`config.mk`:
```
export PLATFORM = sky130hd
export DESIGN_NAME = calc_mem_loader
export DESIGN_NICKNAME = d
export VERILOG_FILES = /design/src/rtl/calc_mem_loader.sv
export SDC_FILE = /design/constraint.sdc
export NUM_CORES = 1
export LEC_CHECK = 0
export BUFFER_PORTS_ARGS = -buffer_cell sky130_fd_sc_hd__buf_2
export CAP_MARGIN = 20
export CORE_UTILIZATION = 43
export CTS_CLUSTER_SIZE = 14
export DETAILED_ROUTE_END_ITERATION = 6
export PLACE_DENSITY = 0.76
export SLEW_MARGIN = 25
export SYNTH_ARGS = -nofsm -noshare
export SYNTH_HDL_FRONTEND = slang
export SYNTH_SLANG_ARGS = --single-unit
export TNS_END_PERCENT = 1
```
`constraint.sdc`:
```
create_clock -name clk_i -period 2.2 [get_ports clk_i]
set_input_delay 0.33 -clock clk_i [delete_from_list [all_inputs] [get_ports clk_i]]
set_output_delay 0.33 -clock clk_i [all_outputs]
set_load 0.03 [all_outputs]
```
`src/rtl/calc_mem_loader.sv`:
```
// calc_mem_loader: preload stage for the calculator.
// Accepts a valid/ready stream of 64-bit words and writes them into a
// contiguous SRAM address window through write port 0. The calculator core
// is held in reset until the final word has been written to memory.
// Optional feature macro: LOADER_CHECKSUM_EN adds checksum_o, a running
// 32-bit sum of both halves of every accepted word.
module calc_mem_loader #(
    parameter int ADDR_W        = 9,
    parameter int MEM_WORD_SIZE = 64
) (
    input  logic                     clk_i,
    input  logic                     rst_i,
    input  logic                     start_i,
    input  logic [ADDR_W-1:0]        start_addr_i,
    input  logic [ADDR_W-1:0]        end_addr_i,
    input  logic                     abort_i,
    input  logic                     in_valid_i,
    output logic                     in_ready_o,
    input  logic [MEM_WORD_SIZE-1:0] in_data_i,
    output logic                     write_o,
    output logic [ADDR_W-1:0]        w_addr_o,
    output logic [MEM_WORD_SIZE-1:0] w_data_o,
    output logic                     busy_o,
    output logic                     done_o,
    output logic                     calc_rst_o,
    output logic                     err_o
`ifdef LOADER_CHECKSUM_EN
    ,
    output logic [31:0]              checksum_o
`endif
);

    typedef enum logic [1:0] {
        IDLE  = 2'd0,
        LOAD  = 2'd1,
        DRAIN = 2'd2,
        DONE  = 2'd3
    } state_t;

    state_t                   state_q, state_d;
    logic [ADDR_W-1:0]        cur_addr_q, cur_addr_d;
    logic [ADDR_W-1:0]        end_addr_q, end_addr_d;
    logic                     write_q, write_d;
    logic [ADDR_W-1:0]        w_addr_q, w_addr_d;
    logic [MEM_WORD_SIZE-1:0] w_data_q, w_data_d;
    logic                     err_q, err_d;

    // An empty or reversed window is rejected as an error.
    logic start_ok;
    assign start_ok = start_i && (start_addr_i <= end_addr_i);

    // State and datapath registers; reset drops any pending write.
    always_ff @(posedge clk_i) begin
        if (rst_i) begin
            state_q    <= IDLE;
            cur_addr_q <= '0;
            end_addr_q <= '0;
            write_q    <= 1'b0;
            w_addr_q   <= '0;
            w_data_q   <= '0;
            err_q      <= 1'b0;
        end else begin
            state_q    <= state_d;
            cur_addr_q <= cur_addr_d;
            end_addr_q <= end_addr_d;
            write_q    <= write_d;
            w_addr_q   <= w_addr_d;
            w_data_q   <= w_data_d;
            err_q      <= err_d;
        end
    end

    // Next-state logic: session control, write registration, error flag.
    always_comb begin
        state_d    = state_q;
        cur_addr_d = cur_addr_q;
        end_addr_d = end_addr_q;
        write_d    = 1'b0;
        w_addr_d   = w_addr_q;
        w_data_d   = w_data_q;
        err_d      = err_q;
        case (state_q)
            IDLE, DONE: begin
                if (start_ok) begin
                    cur_addr_d = start_addr_i;
                    end_addr_d = end_addr_i;
                    err_d      = 1'b0;
                    state_d    = LOAD;
                end else if (start_i) begin
                    err_d = 1'b1;
                end
            end
            LOAD: begin
                // Abort wins over a same-cycle handshake; that word is dropped.
                if (abort_i) begin
                    err_d   = 1'b1;
                    state_d = IDLE;
                end else if (in_valid_i) begin
                    write_d  = 1'b1;
                    w_addr_d = cur_addr_q;
                    w_data_d = in_data_i;
                    // Stop at the end address rather than incrementing, so
                    // a window ending at the top of memory never wraps.
                    if (cur_addr_q == end_addr_q) begin
                        state_d = DRAIN;
                    end else begin
                        cur_addr_d = cur_addr_q + ADDR_W'(1);
                    end
                end
            end
            DRAIN: begin
                // The final write is on the port this cycle.
                if (abort_i) begin
                    err_d   = 1'b1;
                    state_d = IDLE;
                end else begin
                    state_d = DONE;
                end
            end
            default: state_d = IDLE;
        endcase
    end

    assign in_ready_o = (state_q == LOAD);
    assign busy_o     = (state_q == LOAD) || (state_q == DRAIN);
    assign done_o     = (state_q == DONE);
    assign calc_rst_o = rst_i || (state_q != DONE);
    assign write_o    = write_q;
    assign w_addr_o   = w_addr_q;
    assign w_data_o   = w_data_q;
    assign err_o      = err_q;

`ifdef LOADER_CHECKSUM_EN
    logic [31:0] sum_q;
    logic        sum_clr;
    logic        sum_add;

    assign sum_clr = start_ok && ((state_q == IDLE) || (state_q == DONE));
    assign sum_add = (state_q == LOAD) && in_valid_i && !abort_i;

    // Running modular sum of both word halves over accepted words.
    always_ff @(posedge clk_i) begin
        if (rst_i || sum_clr) begin
            sum_q <= '0;
        end else if (sum_add) begin
            sum_q <= sum_q + in_data_i[31:0] + in_data_i[MEM_WORD_SIZE-1:32];
        end
    end

    assign checksum_o = sum_q;
`endif

endmodule

```
==> out/summary.txt, run 1 <==
status - finished with violations
failing checks - DRC
synthesized cell area - 3990 sq um
DR iter-0 viols - 198
synthesis warning total - 0
CTS tree - built
vias in the first global route - 3823
gr ovfl total - 0
final setup violation count - 0
highest routed metal layer - met4
die height - 98.3 um
wire length per cell - 13.2 um
max-slew violation count - 0
Placed Cells - 753
f_max - 492 MHz
crit path cell chain - inv_1 -> ha_1 -> nor2b_1 -> nor3_1 -> a31oi_1 -> o211ai_4 -> a211o_1 -> a21oi_1
slowest cell on the critical path - dfxtp_1
VDD IR max - 0.387 mV
initial antenna violation count - 0
post-layout instance count excluding filler cells - 769
DRC - 16
Final HPWL DP - 7330 um
fin crit share - 0.924
clk buf depth - 2
minimum clock period - 2.03 ns
hold path start - in_data_i[57]
final net count - 756
Syn Nets - 598
Arr. time, crit path - 2.31 ns
CTS Hold Buffers Added - 0
pre-CTS WS - -0.147 ns
metal3 WL - 593 um
CTS Root Buffer Type - clkbuf_8
Synth area leader - dfxtp_1
final worst slack - 0.168 ns
starting density of the core - 0.451
overall global routing resource usage - 0.214
Yosys top cell area share - 0.477
GPL Wtd Cong - 0.919
Top Family by Delay on Critical Path - compound AO/OA/AOI/OAI gates
via density per instance - 5.01
r2r startpoint - state_q[0]$_SDFFE_PP0P_
row count - 34
synthesized netlist cell count - 498
first-pass GRT wire length - 16900 um
Die W - 98.3 um
post-CTS setup buffers - 0
syn_area_per_cell - 8.01 sq um
M1 WL - 4370 um
DIE AREA - 9670 sq um
P&R area growth vs syn - 28.7%
Hold Path Depth - 3
Final Hold Vio Count - 0
sequential area share after synthesis - 0.477
r2r endpoint - cur_addr_q[0]$_SDFFE_PP0P_
prevailing post-synth register cell - dfxtp_1
met2 wire len - 4980 um
Hold EP - w_data_o[57]$_SDFFE_PP0P_
port bufs - 165
CTS sink count - 95
r2r worst-path depth - 8
Yosys cell types - 39
Worst-Skew Late Latency - 0.35 ns
relative slew slack - 0.524
share of cells above drive strength 1 - 0.307
CORE AREA - 8850 sq um
vias - 3856
RSZ-0062 raised after global routing - false
Buf/Inv on CP - 1
drt total wl - 10100 um
post-route ant nets - 0
worst path required time - 2.48 ns
Hold Worst Slack - 0.206 ns
#FFs+latches synth - 95
FFs w/ async S/R, synth - 0
pwr dens - 785 nW/um^2
Reg2Reg Setup Slack - 0.17 ns
clock transition at the registers of the reported paths - 0.10 ns
CP Capture Type - register
crit-path max cell delay - 0.37 ns
leakage power - 2.39 nW
crit-path max FO - 17
Min-Delay Path Class - in -> reg
number of diodes - 0
Worst-Margin Slew - 0.714 ns
Crit Path Class - reg -> reg
CP startpoint kind - register
htree depth - 3
Initial DRT Pass Iterations - 6
pin count of the biggest net entering global routing - 74
post_cts resized - 0
number of synthesized flops with an enable pin - 0
top post-synthesis cells by area - dfxtp_1, nand2_1, a21oi_1
Max Cap Viol - 0
number of CTS-inserted buffers - 9
Ports - 166
Max Clock Skew - 0.0136 ns
Final Util - 0.580
==> worst reg2reg max path: stages (launching register included) <==
cell      delay, ns
dfxtp_1        0.37
inv_1          0.07
ha_1           0.29
nor2b_1        0.17
nor3_1         0.08
a31oi_1        0.29
o211ai_4       0.25
a211o_1        0.33
a21oi_1        0.11
==> sequential cells by signal, indices dropped and copies added, names as in the netlist <==
signal      count
w_data_o       64
cur_addr_q      9
end_addr_q      9
w_addr_o        9
state_q         2
err_o           1
write_o         1
==> cell usage in the layout (no fill, tap or decap), types with 2 or more instances in the layout <==
master    count
nor4_1        2
o211ai_1      2
o21ai_0       2
nand2b_1      8
dfxtp_1      95
a21o_1        3
nand2_1     150
ha_1         13
inv_1        16
mux2i_1      11
nand3_1       3
a211oi_1      2
a21oi_1      89
nand4_1       3
o32ai_1       4
clkbuf_8     10
nor2_1       18
buf_4        14
nor3_1       11
o21ai_1       4
xor2_1        9
or2_2         3
inv_6         2
o32ai_2       2
clkinv_4      2
nor2b_1       2
buf_2       164
a31oi_1       2
==> power by group <==
| group | internal, W | leakage [nW] | total (W) | switching (W) |
|---|---|---|---|---|
| sequential | 0.00183 | 0.770 | 0.00192 | 0.0000951 |
| clock | 0.000570 | 0.105 | 0.00118 | 0.000613 |
| combinational | 0.000354 | 1.52 | 0.000927 | 0.000573 |
==> how the worst max path moves through the flow <==
| stage | startpoint | end | depth (start not counted) |
|---|---|---|---|
| after floorplan | end_addr_i[2] | cur_addr_q[6]$_SDFFE_PP0P_ | 9 |
| after global placement | start_addr_i[2] | cur_addr_q[0]$_SDFFE_PP0P_ | 8 |
| after detailed placement | end_addr_i[2] | cur_addr_q[0]$_SDFFE_PP0P_ | 9 |
| after CTS | state_q[0]$_SDFFE_PP0P_ | cur_addr_q[0]$_SDFFE_PP0P_ | 8 |
| after global routing | state_q[0]$_SDFFE_PP0P_ | cur_addr_q[0]$_SDFFE_PP0P_ | 8 |
| final | state_q[0]$_SDFFE_PP0P_ | cur_addr_q[0]$_SDFFE_PP0P_ | 8 |
==> routing by layer <==
metal	global-route usage	vias up
li1	-	1975
met1	0.254	1739
met2	0.378	127
met3	0.0429	15
met4	0.0896	0
met5	0	-
==> cells by family (layout without fill, tap and decap cells) <==
group	Yosys count	count (layout)	share of synthesized area
simple gates	205	205	0.212
xor+xnor	9	9	0.0198
compound gates	116	116	0.173
flops	95	95	0.477
fa+ha+maj	13	13	0.0408
buf+inv	48	211	0.0473
mux	12	12	0.0304
==> cell usage after synthesis (3+ instances only) <==
master and instances:
a21o_1 3, a21oi_1 89, buf_1 3, clkbuf_1 26
dfxtp_1 95, ha_1 13, inv_1 16, mux2i_1 11
nand2_1 151, nand2b_1 8, nand3_1 3, nand4_1 3
nor2_1 18, nor3_1 11, o21ai_1 4, o32ai_1 4
or2_2 3, xor2_1 9
==> final cells by class <==
type | count | area (sq um)
fill | 843 | 3710
inverter | 17 | 63.8
clock buffer | 11 | 141
timing repair buffer | 178 | 926
tap | 108 | 135
multi-input combinational | 355 | 1900
sequential | 95 | 1900
clock inverter | 5 | 65.1
==> through the flow <==
stage	cell area, sq um	setup TNS (ns)	total power, W
2_1_floorplan	3990	0	0.00260
3_3_place_gp	4930	-0.344	0.00286
3_5_place_dp	4930	-1.20	0.00289
4_1_cts	5140	0	0.00408
5_1_grt	5140	0	0.00428
6_report	5140	0	0.00403
(Power assumes the default switching activity.)
==> run 2, diff against run 1 <==
Settings changed: ABC_AREA set to 1, GPL_TIMING_DRIVEN set to 0.
==> out/summary.txt, run 2 <==
CTS tree - built
top post-synthesis cells by area - dfxtp_1, nand2_1, a21oi_1
CP startpoint kind - input pin
Worst-Skew Late Latency - 0.35 ns (about the same)
FFs w/ async S/R, synth - 0 (unchanged)
GR Util met1 - 0.279 (+0.0245)
number of synthesized flops with an enable pin - 0 (unchanged)
CORE AREA - 8850 sq um (unchanged)
number of CTS-inserted buffers - 9 (unchanged)
status - finished with violations
GRT met3 Usage - 0.0437 (+0.000716)
final net count - 820 (+8.5%)
failing checks - DRC
CP Capture Type - output port
DIE AREA - 9680 sq um (+0.12%)
crit-path most repeated cell - clkbuf_1
drt total wl - 10700 um (+5.8%)
die height - 98.4 um (about the same)
initial antenna violation count - 0 (unchanged)
clock transition at the registers of the reported paths - 0.10 ns (about the same)
Initial DRT Pass Iterations - 7 (+1)
crit-path max cell delay - 0.34 ns (-0.03 ns)
GRT busiest layer - met2
Hold Worst Slack - 0.213 ns (+0.00676 ns)
number of flip-flops in the largest register - 64 (unchanged)
number of diodes - 0 (unchanged)
post-route ant nets - 0 (unchanged)
Setup Total Neg Slack - 0 ns (unchanged)
clk buf depth - 2 (unchanged)
most frequent cells in the layout - nand2_1, buf_2, dfxtp_1
met2 Use GR - 0.392 (+0.0141)
Max Cap Viol - 0 (unchanged)
relative slew slack - 0.646 (+0.123)
DR iter-0 viols - 161 (-19%)
syn_area_per_cell - 7.33 sq um (-8.5%)
post-layout instance count excluding filler cells - 833 (+8.3%)
Final Hold Vio Count - 0 (unchanged)
most common cell in the netlist - nand2_1
Crit Path Class - in -> out
Min-Delay Path Class - in -> reg
Placed Cells - 817 (+8.5%)
RSZ-0062 raised after global routing - false
P&R area growth vs syn - 29.4%
synthesis warning total - 0 (unchanged)
slowest cell on the critical path - clkbuf_1
max-slew violation count - 0 (unchanged)
fin crit share - 0.894 (-0.0295)
Ports - 166 (unchanged)
minimum clock period - 1.97 ns (-0.0648 ns)
crit path cell chain - clkbuf_1 -> clkinv_1 -> clkbuf_1 -> nand2_1 -> buf_2
overall global routing resource usage - 0.223 (+0.00870)
htree depth - 3 (unchanged)
wire length per cell - 12.8 um (-2.4%)
vias in the first global route - 3892 (+1.8%)
Max Clock Skew - 0.00792 ns (-0.00568 ns)
leakage power - 2.45 nW (+2.5%)
final setup violation count - 0 (unchanged)
Final HPWL DP - 8380 um (+14%)
CTS Root Buffer Type - clkbuf_8
CTS Hold Buffers Added - 0 (unchanged)
Arr. time, crit path - 1.64 ns (-0.67 ns)
f_max - 508 MHz (+3.3%)
vias - 4061 (+5.3%)
Yosys cell types - 28 (-28%)
post-CTS setup buffers - 0 (unchanged)
Syn Nets - 645 (+7.9%)
sequential area share after synthesis - 0.476 (-0.000597)
VDD IR max - 0.491 mV (+27%)
row count - 34 (unchanged)
post_cts resized - 0 (unchanged)
most frequent cells after synthesis - nand2_1, dfxtp_1, a21oi_1, inv_1, o21ai_0
DRC - 16 (unchanged)
gr ovfl total - 0 (unchanged)
Yosys top cell area share - 0.476 (-0.000597)
synthesized cell area - 4000 sq um (+0.13%)
Worst-Margin Slew - 0.531 ns (-0.184 ns)
most common cell after layout, fill and taps aside - nand2_1
starting density of the core - 0.451 (+0.000566)
CTS sink count - 95 (unchanged)
pwr dens - 872 nW/um^2 (+11%)
#FFs+latches synth - 95 (unchanged)
share of cells above drive strength 1 - 0.288 (-0.0188)
GPL Wtd Cong - 0.903 (-1.7%)
worst path required time - 1.87 ns (-0.61 ns)
Synth area leader - dfxtp_1
port bufs - 164 (-0.61%)
crit-path max FO - 10 (-7)
via density per instance - 4.88 (-2.8%)
Die W - 98.4 um (about the same)
prevailing post-synth register cell - dfxtp_1
pin count of the biggest net entering global routing - 17 (-77%)
synthesized netlist cell count - 545 (+9.4%)
first-pass GRT wire length - 17500 um (+3.5%)
run 2: changes by cell type in the layout (fill, tap and decap cells not counted), moves of 5 or more:
cell,previous run,this run
nand2_1,150,191
nand3_1,3,16
buf_4,14,1
nor3_1,11,0
inv_2,0,5
mux2i_1,11,1
o21ai_0,2,26
nand2b_1,8,0
nor2_1,18,24
clkbuf_1,1,13
inv_1,16,32
xor2_1,9,2
buf_2,164,177
run 2: layout make-up:
cell class	instances	area (sq um)
plain buffers	28	133
inverters	39	148
fillers	864	3680
repair buffers	164	821
multi-input cells	383	1810
clock inverters	6	92.6
clock buffers	10	128
well taps	108	135
flip-flops and latches	95	1900
run 2: power breakdown:
group          internal, W  switching, W  leakage (nW)
logic             0.000428      0.000795          1.58
clock network     0.000647      0.000612         0.103
registers          0.00188      0.000143         0.772
total              0.00296       0.00155          2.45
run 2: cells by family (layout without fill, tap and decap cells):
| family | after synthesis | after routing | share of synthesized area |
|---|---|---|---|
| buf+inv | 67 | 247 | 0.0702 |
| mux | 1 | 1 | 0.00251 |
| fa+ha+maj | 13 | 13 | 0.0407 |
| xor+xnor | 6 | 6 | 0.0132 |
| simple gates | 247 | 247 | 0.250 |
| compound gates | 116 | 116 | 0.147 |
| flops | 95 | 95 | 0.476 |
run 2: per-stage QoR:
step	instance area, sq um	worst slack [ns]	total power [W]	utilization
after floorplan	4000	0.411	0.00291	-
after global placement	4950	0.235	0.00325	0.560
after detailed placement	4950	0.184	0.00328	0.560
after CTS	5170	0.219	0.00454	0.584
after global routing	5170	0.0535	0.00478	0.584
final	5170	0.233	0.00451	0.584
run 2: path summary, 6_finish.rpt:
kind | from | to | slack (ns) | depth (start not counted)
max | rst_i | calc_rst_o | 0.23 | 5
min | in_data_i[17] | w_data_o[17]$_SDFFE_PP0P_ | 0.21 | 3
max reg2reg | state_q[1]$_SDFFE_PP0P_ | cur_addr_q[5]$_SDFFE_PP0P_ | 0.24 | 13
min reg2reg | w_data_o[28]$_SDFFE_PP0P_ | w_data_o[28]$_SDFFE_PP0P_ | 0.47 | 2
run 2: routing by layer:
metal / up-vias / share of wire
met5: - / 0
met4: 0 / 0.0093
met3: 14 / 0.072
met2: 129 / 0.48
met1: 1826 / 0.43
li1: 2092 / -
run 2: critical path, delay by kind of cell:
kind | cells | cell delay [ns]
simple gates | 1 | 0.14
buf+inv | 4 | 1.17
